[config.mk]
export PLATFORM = sky130hd
export DESIGN_NAME = apb_master_arb_flat
export DESIGN_NICKNAME = d
export VERILOG_FILES = /design/src/rtl/apb_arb_pkg.sv /design/src/rtl/apb_master_arb_if.sv /design/src/rtl/apb_rr_arb2.sv /design/src/rtl/apb_master_arb.sv /design/src/flat_wrapper.sv
export SDC_FILE = /design/constraint.sdc
export NUM_CORES = 1
export LEC_CHECK = 0
export ABC_AREA = 1
export CORE_MARGIN = 1
export CORE_UTILIZATION = 36
export DETAILED_ROUTE_END_ITERATION = 10
export PLACE_DENSITY_LB_ADDON = 0.1
export SYNTH_ARGS = -nofsm -noshare
export SYNTH_HDL_FRONTEND = slang
export SYNTH_HIERARCHICAL = 1
export SYNTH_SLANG_ARGS = --single-unit
[constraint.sdc]
create_clock -name pclk -period 1.4 [get_ports pclk]
set_clock_uncertainty 0.05 [all_clocks]
set_input_delay 0.14 -clock pclk [delete_from_list [all_inputs] [get_ports pclk]]
set_output_delay 0.14 -clock pclk [all_outputs]
set_load 0.005 [all_outputs]
[src/rtl/apb_arb_pkg.sv]
// apb_arb_pkg: shared types and widths for the APB master sequencer.
package apb_arb_pkg;
    typedef enum logic [1:0] {IDLE, SETUP, ACCESS, RESP} state_t;
    typedef enum logic {GNT_WR, GNT_RD} grant_t;
    localparam int DEF_TIMEOUT = 16;
    localparam int TO_W = $clog2(DEF_TIMEOUT + 1);
endpackage

[src/rtl/apb_master_arb_if.sv]
// apb_master_arb_if: requester handshakes plus APB bus for the master sequencer.
interface apb_master_arb_if #(
    parameter int DATAWIDTH = 32,
    parameter int ADDRWIDTH = 32
);
    logic                   wr_req_valid, wr_req_ready;
    logic [ADDRWIDTH-1:0]   wr_addr;
    logic [DATAWIDTH-1:0]   wr_data;
    logic [DATAWIDTH/8-1:0] wr_strb;
    logic [2:0]             wr_prot;
    logic                   wr_rsp_valid, wr_rsp_ready, wr_rsp_err;
    logic                   rd_req_valid, rd_req_ready;
    logic [ADDRWIDTH-1:0]   rd_addr;
    logic [2:0]             rd_prot;
    logic                   rd_rsp_valid, rd_rsp_ready, rd_rsp_err;
    logic [DATAWIDTH-1:0]   rd_rsp_data;
    logic                   pselx, penable, pwrite;
    logic [ADDRWIDTH-1:0]   paddr;
    logic [DATAWIDTH-1:0]   pwdata;
    logic [DATAWIDTH/8-1:0] pstrb;
    logic [2:0]             pprot;
    logic                   pready, pslverr;
    logic [DATAWIDTH-1:0]   prdata;
    modport master (
        input  wr_req_valid, wr_addr, wr_data, wr_strb, wr_prot, wr_rsp_ready,
        input  rd_req_valid, rd_addr, rd_prot, rd_rsp_ready, pready, pslverr, prdata,
        output wr_req_ready, wr_rsp_valid, wr_rsp_err, rd_req_ready, rd_rsp_valid, rd_rsp_err,
        output rd_rsp_data, pselx, penable, pwrite, paddr, pwdata, pstrb, pprot
    );
    modport slave (
        output wr_req_valid, wr_addr, wr_data, wr_strb, wr_prot, wr_rsp_ready,
        output rd_req_valid, rd_addr, rd_prot, rd_rsp_ready, pready, pslverr, prdata,
        input  wr_req_ready, wr_rsp_valid, wr_rsp_err, rd_req_ready, rd_rsp_valid, rd_rsp_err,
        input  rd_rsp_data, pselx, penable, pwrite, paddr, pwdata, pstrb, pprot
    );
endinterface

[src/rtl/apb_rr_arb2.sv]
// apb_rr_arb2: two-way round-robin arbiter; bit 0 is the write port, bit 1 the read port.
module apb_rr_arb2
    import apb_arb_pkg::*;
(
    input  logic       pclk,
    input  logic       preset,
    input  logic [1:0] req,
    input  logic       advance,
    output logic [1:0] gnt,
    output grant_t     lastGnt
);
    assign gnt = (&req) ? ((lastGnt == GNT_RD) ? 2'b01 : 2'b10) : req;

    always_ff @(posedge pclk) begin
        if (preset) lastGnt <= GNT_RD;
        else if (advance) lastGnt <= gnt[1] ? GNT_RD : GNT_WR;
    end
endmodule

[src/rtl/apb_master_arb.sv]
// apb_master_arb: round-robin write/read APB4 master sequencer, one transfer outstanding.
// Define APB_ARB_TIMEOUT_EN to bound the ACCESS phase to TIMEOUT cycles.
module apb_master_arb
    import apb_arb_pkg::*;
#(
    parameter int DATAWIDTH = 32,
    parameter int ADDRWIDTH = 32,
    parameter int TIMEOUT   = 16
) (
    input logic pclk,
    input logic preset,
    apb_master_arb_if.master bus
);
    if (DATAWIDTH % 8 != 0 || TIMEOUT < 2) begin : gBadParam
        $error("apb_master_arb: DATAWIDTH must be a multiple of 8 and TIMEOUT at least 2");
    end

    state_t                 state, nextState;
    grant_t                 lastGnt;
    logic [1:0]             req, gnt;
    logic                   advance, isWrite, rspReady, done, timedOut, errQ;
    logic [ADDRWIDTH-1:0]   addrQ;
    logic [DATAWIDTH-1:0]   wdataQ, rdataQ;
    logic [DATAWIDTH/8-1:0] strbQ;
    logic [2:0]             protQ;

    assign req     = {bus.rd_req_valid, bus.wr_req_valid};
    assign advance = (state == IDLE) && (|req);
    // The arbiter's pointer doubles as the direction of the in-flight transfer.
    assign isWrite  = (lastGnt == GNT_WR);
    assign rspReady = isWrite ? bus.wr_rsp_ready : bus.rd_rsp_ready;
    assign done     = (state == ACCESS) && (bus.pready || timedOut);

    apb_rr_arb2 uArb (.pclk(pclk), .preset(preset), .req(req), .advance(advance), .gnt(gnt), .lastGnt(lastGnt));

`ifdef APB_ARB_TIMEOUT_EN
    localparam int CW = $clog2(TIMEOUT + 1);
    logic [CW-1:0] accessCnt;
    always_ff @(posedge pclk) begin
        if (preset || state == SETUP) accessCnt <= '0;
        else if (state == ACCESS) accessCnt <= accessCnt + CW'(1);
    end
    assign timedOut = (state == ACCESS) && !bus.pready && (accessCnt == CW'(TIMEOUT - 1));
`else
    assign timedOut = 1'b0;
`endif

    always_ff @(posedge pclk) begin
        if (preset) state <= IDLE;
        else state <= nextState;
    end

    always_comb begin
        nextState = state;
        case (state)
            IDLE:    nextState = advance ? SETUP : IDLE;
            SETUP:   nextState = ACCESS;
            ACCESS:  nextState = done ? RESP : ACCESS;
            RESP:    nextState = rspReady ? IDLE : RESP;
            default: nextState = IDLE;
        endcase
    end

    always_ff @(posedge pclk) begin
        if (preset) begin
            addrQ  <= '0;
            wdataQ <= '0;
            strbQ  <= '0;
            protQ  <= '0;
            errQ   <= 1'b0;
            rdataQ <= '0;
        end else begin
            if (advance) begin
                addrQ  <= gnt[0] ? bus.wr_addr : bus.rd_addr;
                wdataQ <= gnt[0] ? bus.wr_data : '0;
                strbQ  <= gnt[0] ? bus.wr_strb : '0;
                protQ  <= gnt[0] ? bus.wr_prot : bus.rd_prot;
            end
            if (done) begin
                errQ   <= !bus.pready || bus.pslverr;
                rdataQ <= (bus.pready && !bus.pslverr && !isWrite) ? bus.prdata : '0;
            end
        end
    end

    assign bus.wr_req_ready = (state == IDLE) && gnt[0];
    assign bus.rd_req_ready = (state == IDLE) && gnt[1];
    assign bus.pselx        = (state == SETUP) || (state == ACCESS);
    assign bus.penable      = (state == ACCESS);
    assign bus.pwrite       = isWrite;
    assign bus.paddr        = addrQ;
    assign bus.pwdata       = wdataQ;
    assign bus.pstrb        = strbQ;
    assign bus.pprot        = protQ;
    assign bus.wr_rsp_valid = (state == RESP) && isWrite;
    assign bus.rd_rsp_valid = (state == RESP) && !isWrite;
    assign bus.wr_rsp_err   = errQ && isWrite;
    assign bus.rd_rsp_err   = errQ && !isWrite;
    assign bus.rd_rsp_data  = rdataQ;
endmodule

[src/flat_wrapper.sv]
// flat-port wrapper written by rule: the top's interface ports become plain ports
module apb_master_arb_flat import apb_arb_pkg::*;
#(
    parameter int DATAWIDTH = 32,
    parameter int ADDRWIDTH = 32,
    parameter int TIMEOUT   = 16
)
  (pclk, preset, bus_wr_req_valid, bus_wr_addr, bus_wr_data, bus_wr_strb, bus_wr_prot, bus_wr_rsp_ready, bus_rd_req_valid, bus_rd_addr, bus_rd_prot, bus_rd_rsp_ready, bus_pready, bus_pslverr, bus_prdata, bus_wr_req_ready, bus_wr_rsp_valid, bus_wr_rsp_err, bus_rd_req_ready, bus_rd_rsp_valid, bus_rd_rsp_err, bus_rd_rsp_data, bus_pselx, bus_penable, bus_pwrite, bus_paddr, bus_pwdata, bus_pstrb, bus_pprot);
  apb_master_arb_if #(.DATAWIDTH(DATAWIDTH), .ADDRWIDTH(ADDRWIDTH)) bus_i ();
  input logic pclk;
  input logic preset;
  input wire logic [$bits(bus_i.wr_req_valid)-1:0] bus_wr_req_valid;
  input wire logic [$bits(bus_i.wr_addr)-1:0] bus_wr_addr;
  input wire logic [$bits(bus_i.wr_data)-1:0] bus_wr_data;
  input wire logic [$bits(bus_i.wr_strb)-1:0] bus_wr_strb;
  input wire logic [$bits(bus_i.wr_prot)-1:0] bus_wr_prot;
  input wire logic [$bits(bus_i.wr_rsp_ready)-1:0] bus_wr_rsp_ready;
  input wire logic [$bits(bus_i.rd_req_valid)-1:0] bus_rd_req_valid;
  input wire logic [$bits(bus_i.rd_addr)-1:0] bus_rd_addr;
  input wire logic [$bits(bus_i.rd_prot)-1:0] bus_rd_prot;
  input wire logic [$bits(bus_i.rd_rsp_ready)-1:0] bus_rd_rsp_ready;
  input wire logic [$bits(bus_i.pready)-1:0] bus_pready;
  input wire logic [$bits(bus_i.pslverr)-1:0] bus_pslverr;
  input wire logic [$bits(bus_i.prdata)-1:0] bus_prdata;
  output wire logic [$bits(bus_i.wr_req_ready)-1:0] bus_wr_req_ready;
  output wire logic [$bits(bus_i.wr_rsp_valid)-1:0] bus_wr_rsp_valid;
  output wire logic [$bits(bus_i.wr_rsp_err)-1:0] bus_wr_rsp_err;
  output wire logic [$bits(bus_i.rd_req_ready)-1:0] bus_rd_req_ready;
  output wire logic [$bits(bus_i.rd_rsp_valid)-1:0] bus_rd_rsp_valid;
  output wire logic [$bits(bus_i.rd_rsp_err)-1:0] bus_rd_rsp_err;
  output wire logic [$bits(bus_i.rd_rsp_data)-1:0] bus_rd_rsp_data;
  output wire logic [$bits(bus_i.pselx)-1:0] bus_pselx;
  output wire logic [$bits(bus_i.penable)-1:0] bus_penable;
  output wire logic [$bits(bus_i.pwrite)-1:0] bus_pwrite;
  output wire logic [$bits(bus_i.paddr)-1:0] bus_paddr;
  output wire logic [$bits(bus_i.pwdata)-1:0] bus_pwdata;
  output wire logic [$bits(bus_i.pstrb)-1:0] bus_pstrb;
  output wire logic [$bits(bus_i.pprot)-1:0] bus_pprot;
  assign bus_i.wr_req_valid = bus_wr_req_valid;
  assign bus_i.wr_addr = bus_wr_addr;
  assign bus_i.wr_data = bus_wr_data;
  assign bus_i.wr_strb = bus_wr_strb;
  assign bus_i.wr_prot = bus_wr_prot;
  assign bus_i.wr_rsp_ready = bus_wr_rsp_ready;
  assign bus_i.rd_req_valid = bus_rd_req_valid;
  assign bus_i.rd_addr = bus_rd_addr;
  assign bus_i.rd_prot = bus_rd_prot;
  assign bus_i.rd_rsp_ready = bus_rd_rsp_ready;
  assign bus_i.pready = bus_pready;
  assign bus_i.pslverr = bus_pslverr;
  assign bus_i.prdata = bus_prdata;
  assign bus_wr_req_ready = bus_i.wr_req_ready;
  assign bus_wr_rsp_valid = bus_i.wr_rsp_valid;
  assign bus_wr_rsp_err = bus_i.wr_rsp_err;
  assign bus_rd_req_ready = bus_i.rd_req_ready;
  assign bus_rd_rsp_valid = bus_i.rd_rsp_valid;
  assign bus_rd_rsp_err = bus_i.rd_rsp_err;
  assign bus_rd_rsp_data = bus_i.rd_rsp_data;
  assign bus_pselx = bus_i.pselx;
  assign bus_penable = bus_i.penable;
  assign bus_pwrite = bus_i.pwrite;
  assign bus_paddr = bus_i.paddr;
  assign bus_pwdata = bus_i.pwdata;
  assign bus_pstrb = bus_i.pstrb;
  assign bus_pprot = bus_i.pprot;
  apb_master_arb #(.DATAWIDTH(DATAWIDTH), .ADDRWIDTH(ADDRWIDTH), .TIMEOUT(TIMEOUT)) u_core (.pclk(pclk), .preset(preset), .bus(bus_i));
endmodule
==> results.sh <==
export IMPL_grtUsageTotal_pct=19.17
export IMPL_worst_path_stages=6
export IMPL_cap_violations=0
export IMPL_finalNonFillerCells=1221
export IMPL_slowest_delay_ps=360
export IMPL_synth_cell_area_um2=5097
export IMPL_finalSetupViolCount=4
export IMPL_ioPinCount=258
export IMPL_max_freq_ghz=0.6757
export IMPL_final_fill_count=1271
export IMPL_via_per_inst=4.491
export IMPL_power_density_nw_per_um2=1460
export IMPL_insertion_delay_ps=350
export IMPL_dpl_cell_area_um2=7976
export IMPL_post_place_ws_ps=-315.8
export IMPL_ir_drop_v=0.0006341
export IMPL_synth_area_per_cell_um2=6.603
export IMPL_crit_family="buffers and inverters"
export IMPL_numCtsBuffers=9
export IMPL_rsz0062_at_grt="yes"
export IMPL_port_buffers=257
export IMPL_slew_viol_final=0
export IMPL_area_growth_pct=75.82
export IMPL_gp_congestion=0.7463
export IMPL_hold_buffers=0
export IMPL_drtIter0Drc=357
export IMPL_worst_pin_slew_ps=360.8
export IMPL_slowest_stage="dfxtp_4"
export IMPL_finalWirelength_um=15900
export IMPL_fin_util_pct=64.82
export IMPL_ys_ff_latch=107
export IMPL_htreeDepth=3
export IMPL_cts_tree="yes"
export IMPL_grt_max_degree=71
export IMPL_hold_viol_final=0
export IMPL_clockRootBuffer="clkbuf_16"
export IMPL_setup_tns_ps=-124.1
export IMPL_drtAntennaViolNets=0
export IMPL_synthFlopType="dfxtp_1"
export IMPL_cts_buffer_depth=2
export IMPL_die_w_um=121.0
export IMPL_nNetsFinal=1187
export IMPL_crit_path_end_kind="primary output"
export IMPL_seqCellArea_um2=2176
export IMPL_drc=0
export IMPL_overflow=0
export IMPL_dpl_hpwl_um=10070
export IMPL_relSlewSlack_pct=75.95
export IMPL_fp_dieArea_um2=14640
export IMPL_arrival_ps=1290
export IMPL_ff2ff_path_depth=6
export IMPL_period_minus_slack_ps=1480
export IMPL_final_common_cell="nand2_1"
export IMPL_power_leakage_nw=4.813
export IMPL_yosys_warnings=6
export IMPL_cts_sinks=107
export IMPL_ys_async_sr_fraction_pct=0
export IMPL_setup_ws_ps=-79.91
export IMPL_drive_gt1_share_pct=13.64
export IMPL_criticalPathCategory="flop to primary output"
export IMPL_yosysSeqAreaShare_pct=42.02
export IMPL_hold_slack_ps=245.2
export IMPL_path_clk_slew_ps=70
export IMPL_stdcell_area_um2=8962
export IMPL_die_h_um=121.0
export IMPL_antennaDiodeCount=0
export IMPL_synth_cells=772
export IMPL_wl_per_cell_um=13.02
export IMPL_path_max_fanout=2
export IMPL_multi_input_area_um2=2479
export IMPL_start_util_pct=36.87
export IMPL_violations="setup timing"
export IMPL_yosysUniqueCellTypes=21
export IMPL_drtPass1Iterations=5
export IMPL_synth_nets=923
export IMPL_hold_depth=3
export IMPL_fin_total_pwr_mw=13.09
export IMPL_rows=43
export IMPL_num_vias=5483
export IMPL_placed_cells=1183
export IMPL_cp_start_kind="flop"
export IMPL_outcome="finished with violations"
export IMPL_core_area_um2=13830
export IMPL_grt_pass1_wl_um=22490
export IMPL_critPathMostFrequentCell="buf_6"
export IMPL_antenna_found_initial=0
export IMPL_fin_crit_sh_pct=105.7
export IMPL_mostFrequentLayoutCells="185 x nand2_1, 166 x clkdlybuf4s50_1, 119 x inv_1"
export IMPL_worst_r2r_setup_slack_ps=0
export IMPL_hold_class="primary input to flop"
export IMPL_grt_pass1_vias=4675
export IMPL_crit_buf_inv=4
export IMPL_synth_edf_count=0
export IMPL_cp_required_ps=1210
export IMPL_path_cells="buf_6, ha_4, buf_6, inv_2, nor2_1, buf_2"
[logic make-up (layout without fill, tap and decap cells)]
family | after synthesis | in the layout | share of synthesized area (%)
adders and majority gates | 5 | 5 | 1.227
buffers and inverters | 179 | 448 | 14.33
DFF | 107 | 107 | 42.02
and+or+nand+nor | 339 | 339 | 26.78
AOI/OAI and AO/OA | 142 | 142 | 15.64
[flip-flops by register name (all words and copies together) (netlist names)]
name,count
u_core/uArb/lastGnt,1
u_core/errQ,1
u_core/bus.pwdata,32
u_core/bus.pprot,3
u_core/bus.rd_rsp_data,32
u_core/bus.paddr,32
u_core/bus.pstrb,4
u_core/state,2
[worst min-delay path: stages]
cell	delay (ps)
buf_2	120
buf_12	190
a21oi_2	130
[worst paths after layout]
path	start	to
hold reg to reg	u_core/bus.pstrb[3]	u_core/bus.pstrb[3]
setup reg to reg	u_core/uArb/lastGnt	u_core/bus.paddr[25]
setup / recovery	u_core/state[0]	bus_wr_rsp_valid
hold / removal	preset	u_core/bus.pstrb[0]
[power breakdown]
part	switching (mW)	internal, mW	total [mW]
clock	1.16	1.49	2.65
sequential	0.370	3.81	4.18
combinational	3.00	3.25	6.25
[routing by layer]
| layer | vias up | track usage [%] | routed length [um] |
|---|---|---|---|
| met4 | 0 | 7.639 | 268 |
| li1 | 2898 | - | - |
| met5 | - | 0 | 0 |
| met3 | 19 | 5.733 | 1276 |
| met1 | 2419 | 23.00 | 6716 |
| met2 | 147 | 31.89 | 7635 |
[synth_stat cells (2+ instances only)]
cell      count  share of area (%)
inv_1       123                9.1
buf_6         2               0.44
o21bai_1     32                4.7
nand2_1     189                 14
nor2_1      111                8.2
buf_2        32                3.1
clkbuf_1     19                1.4
a21oi_1      71                7.0
ha_1          5                1.2
dfxtp_1     107                 42
nand3_1       4               0.39
nand4_1      32                3.9
o21ai_0      37                3.6
[final cells by class]
type | count | area share, %
Sequential cell | 107 | 24.28
Timing Repair Buffer | 308 | 36.70
Inverter | 124 | 5.361
Multi-Input combinational cell | 486 | 27.66
Tap cell | 180 | 2.513
Clock buffer | 11 | 2.820
Clock inverter | 5 | 0.6701
[repair_timing]
item	in CTS	in global routing
hold endpoints to repair	0	0
pin swaps	3	24
setup endpoints to repair	108	144
buffers inserted	4	9
resized for setup	89	143
gates cloned	0	9
No activity file was read; power rests on OpenSTA's default activity.
